[src/rtl/rob_alloc_ctrl.sv]
// Reorder-buffer pointer and occupancy controller.
// Allocates slots in program order, tracks per-slot completion and
// sequences in-order retirement from the head.
// Optional build macro ROB_OCCUPANCY_OUT_EN adds the rob_count and
// rob_almost_full outputs.
module rob_alloc_ctrl #(
  parameter int unsigned DEPTH = 16,
  parameter int unsigned IDX_W = $clog2(DEPTH)
) (
  input  logic             clk,
  input  logic             rst,
  input  logic             alloc_valid,
  output logic             alloc_ready,
  output logic [IDX_W-1:0] rob_index,
  output logic             rob_full,
  output logic             rob_empty,
  input  logic             complete_valid,
  input  logic [IDX_W-1:0] complete_index,
  output logic             commit_valid,
  output logic [IDX_W-1:0] commit_index,
  input  logic             commit_ack,
  input  logic             flush
`ifdef ROB_OCCUPANCY_OUT_EN
  ,
  output logic [IDX_W:0]   rob_count,
  output logic             rob_almost_full
`endif
);

  localparam int unsigned CNT_W = IDX_W + 1;

  logic [IDX_W-1:0] head, head_nxt;
  logic [IDX_W-1:0] tail, tail_nxt;
  logic [CNT_W-1:0] count, count_nxt;
  logic [DEPTH-1:0] alloc_v, alloc_v_nxt;
  logic [DEPTH-1:0] done, done_nxt;
  logic             alloc_fire;
  logic             commit_fire;

  // Status outputs come from registered state only
  always_comb begin
    rob_full     = (count == CNT_W'(DEPTH));
    rob_empty    = (count == '0);
    alloc_ready  = !rob_full;
    rob_index    = tail;
    commit_index = head;
    commit_valid = !rob_empty && done[head];
    alloc_fire   = alloc_valid && alloc_ready;
    commit_fire  = commit_valid && commit_ack;
  end

`ifdef ROB_OCCUPANCY_OUT_EN
  // Occupancy export for early Dispatch throttling
  always_comb begin
    rob_count       = count;
    rob_almost_full = (count >= CNT_W'(DEPTH - 2));
  end
`endif

  // Next-state: alloc, then complete, then commit (commit wins on a shared
  // index); flush overrides everything
  always_comb begin
    head_nxt    = head;
    tail_nxt    = tail;
    count_nxt   = count;
    alloc_v_nxt = alloc_v;
    done_nxt    = done;

    if (alloc_fire) begin
      alloc_v_nxt[tail] = 1'b1;
      done_nxt[tail]    = 1'b0;
      tail_nxt          = tail + IDX_W'(1);
    end

    if (complete_valid && alloc_v[complete_index]) begin
      done_nxt[complete_index] = 1'b1;
    end

    if (commit_fire) begin
      alloc_v_nxt[head] = 1'b0;
      done_nxt[head]    = 1'b0;
      head_nxt          = head + IDX_W'(1);
    end

    count_nxt = count + CNT_W'(alloc_fire) - CNT_W'(commit_fire);

    if (flush) begin
      head_nxt    = '0;
      tail_nxt    = '0;
      count_nxt   = '0;
      alloc_v_nxt = '0;
      done_nxt    = '0;
    end
  end

  // State registers with synchronous reset
  always_ff @(posedge clk) begin
    if (rst) begin
      head    <= '0;
      tail    <= '0;
      count   <= '0;
      alloc_v <= '0;
      done    <= '0;
    end else begin
      head    <= head_nxt;
      tail    <= tail_nxt;
      count   <= count_nxt;
      alloc_v <= alloc_v_nxt;
      done    <= done_nxt;
    end
  end

endmodule

[config.mk]
export PLATFORM = sky130hd
export DESIGN_NAME = rob_alloc_ctrl
export DESIGN_NICKNAME = d
export VERILOG_FILES = /design/src/rtl/rob_alloc_ctrl.sv
export SDC_FILE = /design/constraint.sdc
export NUM_CORES = 1
export LEC_CHECK = 0
export BUFFER_PORTS_ARGS = -buffer_cell sky130_fd_sc_hd__buf_2
export CAP_MARGIN = 10
export CORE_UTILIZATION = 46
export DETAILED_ROUTE_END_ITERATION = 10
export GPL_TIMING_DRIVEN = 0
export PLACE_DENSITY = 0.61
export SLEW_MARGIN = 20
export SYNTH_ARGS = -nofsm -noshare
export SYNTH_HDL_FRONTEND = slang
export SYNTH_SLANG_ARGS = --single-unit
[constraint.sdc]
create_clock -name clk -period 3.85 [get_ports clk]
set_input_delay 0.385 -clock clk [delete_from_list [all_inputs] [get_ports clk]]
set_output_delay 0.385 -clock clk [all_outputs]
set_load 0.05 [all_outputs]
==> metrics.txt <==
Syn Area/Cell 8.477 sq um; Slew Limit Fails 0; Synth Area in Adders 7.500%; slew at the pin closest to its max-slew limit 585.4 ps; Nets 356; post-synthesis cell area 2602 sq um; critical path required time 4090 ps; sequential area share after synthesis 34.62%; EDFF count, synth 0; Yosys top cell area share 34.62%; largest family of logic cells by synthesized area simple AND/OR/NAND/NOR gates; chip width 77.22 um; Starting Density 47.55%; clock sinks 45; largest net degree at the start of global routing 16; Clock transition at path regs 90 ps; DIE AREA 5962 sq um; routed wl met3 402 um; CTS root buf clkbuf_8; initial antenna violation count 0; worst rel slew slack 60.83%; post-synthesis cell type count 48; first-pass GRT wire length 11690 um; All-Layer GR Usage 25.23%; CP Capture Type flop; clk buf depth 2; #FFs+latches synth 45; simple-gate area share of the yosys netlist 27.64%; Hold Crit Class input pin to flop; DRT Pass-1 Iters 6; met1 WL 3326 um; metal2 WL 3044 um; final worst path period share 88.58%; depth of the worst register-to-register path 13; Max Clk Rate 293.2 MHz; maximum capacitance violations 0; reg2reg setup slack 440 ps; Setup CP Type flop to flop; drc violations 0; via count 2371; Synth-to-Final Area Change 11.15%; final setup fails 0; Critical R2R Capture count[4]; P per Cell Area 327.4 nW/um^2; power after layout 0.9470 mW; Die Y 77.22 um; setup bufs post-CTS 0; maximum VDD drop 0.0001836 V; syn nets 332; Rows 27; Post-CTS Resized 0; clock latency on the worst-skew pair 310 ps; Ant. Diodes 0; Synth area leaders dfxtp_1 (35%), ha_1 (6.7%), nor2_1 (6.2%); Post-DRT Antenna Nets 0; dominant cell type by area after synthesis dfxtp_1; unrepaired setup endpoints after global routing false; Worst Setup SP commit_index[1]; WL final 6903 um; Worst Path Max Fanout 10; routed vias/inst 5.869; complex-gate fraction of the synthesized area 15.62%; port buffer count 17; wire per inst 17.09 um; Top Layer Used met4; mux contribution to synthesized area 6.490%; clock period minus worst slack 3410 ps; share of cells above drive strength 1 15.36%; Worst EP arrival 3650 ps; dpl hpwl 5047 um; Max Clock Skew 11.67 ps; initial DRC count 266; Critical Path Start Type flop; Post-CTS Hold Buffers 0; Cells after Synth 307; grt ovf 0; top_reg_cell synth dfxtp_1; XOR/XNOR share of the synthesized area 2.019%; # IOs 22; outcome completed; vias in the first global route 2325; Placeable Area 5473 sq um; Synth async-reset ratio 0%; Leakage 1.073 nW; total CTS buffers 5; Final GP Congestion 0.8751; H-tree levels 2; r2r startpoint commit_index[1]; Post-Route Setup TNS 0 ps; CTS tree yes; Yosys warning count 0; crit path to count[4]; Final Hold Vio Count 0; worst hold start rst
-- per-layer routing --
metal,up-vias,track usage [%]
met5,-,0
met4,0,10.38
met3,13,5.000
met2,104,38.94
met1,1105,34.06
li1,1149,-
-- layout by cell type (no fill, tap or decap), types with 8 or more instances in the layout --
cell type and n:
mux2i_1 9, a31oi_1 13, inv_1 13, a21oi_1 12
a32oi_1 12, buf_2 24, nand2_1 12, nor2b_1 8
nor2_1 43, nand3_1 27, nor3_1 17, dfxtp_1 45
ha_1 14, clkbuf_1 14
-- synthesized netlist by cell type, types with 2 or more instances --
master	number
dfxtp_1	45
nor2_1	43
nand3_1	27
nor3_1	17
clkbuf_1	14
ha_1	14
a31oi_1	13
inv_1	13
a21oi_1	12
a32oi_1	12
nand2_1	12
mux2i_1	9
nor2b_1	8
buf_2	7
mux2_2	5
and2_1	4
xnor2_1	4
a211oi_2	3
buf_4	3
nand2b_1	3
o2111ai_1	3
mux2_1	2
nand4_1	2
nor4_2	2
nor4b_4	2
o21ai_0	2
o22ai_1	2
or2_1	2
or3_1	2
xor2_1	2
-- where the power goes --
part	internal [mW]	switching, mW	leakage [nW]
combinational	0.0317	0.0680	0.656
clock	0.195	0.179	0.0543
sequential	0.469	0.00418	0.363
-- registers in the layout, indices dropped and copies added (netlist names) --
name          flops
commit_index      4
rob_index         4
alloc_v          16
count             5
done             16
-- stage by stage --
step / worst slack, ps / area (sq um) / hold slack [ps] / std cells / util, %
final: 439.7 / 2893 / 374.2 / 404 / 52.86
after global routing: 224.6 / 2893 / 409.4 / 404 / 52.86
after CTS: 441.1 / 2893 / 367.4 / 404 / 52.86
after detailed placement: 461.5 / 2778 / 466.1 / 396 / 50.75
after global placement: 499.9 / 2778 / 456.4 / 396 / 50.75
after floorplan: 276.7 / 2603 / 440.1 / 307 / -
-- worst min-delay path by stage --
| stage | endpoint | slack (ps) | cells after the start |
|---|---|---|---|
| after detailed placement | done[15] | 470 | 2 |
| after floorplan | done[11] | 440 | 2 |
| after global routing | commit_index[3] | 410 | 3 |
| after CTS | commit_index[3] | 370 | 3 |
| after global placement | done[15] | 460 | 2 |
| final | commit_index[3] | 370 | 3 |
-- cell families (layout without fill, tap and decap cells) --
kind of cell / count (synthesis) / count (layout)
buffers and inverters: 37 / 62
flip-flops: 45 / 45
adder cells (fa/ha/maj): 15 / 15
AND/OR/NAND/NOR: 133 / 133
multiplexers: 16 / 16
AO/OA/AOI/OAI: 55 / 55
XOR/XNOR: 6 / 6
-- critical path: stages, from the launching register on --
cell       delay (ps)
dfxtp_1           500
buf_4             290
mux2_1            380
o22ai_1           240
nand4bb_1         200
nand2_1           110
ha_1              280
inv_1              30
ha_1              190
fa_1              400
a21oi_1           170
nor2_1             70
or3_1             340
a21oi_1           140
-- layout make-up --
cell class	count	area [sq um]
plain buffers	24	110.1
clock buffers	5	68.82
clock inverters	3	46.29
fillers	544	2580
inverters	13	48.80
multi-input cells	225	1543
flip-flops and latches	45	900.9
well taps	72	90.09
repair buffers	17	85.08
Power figures use the tool's default switching activity.
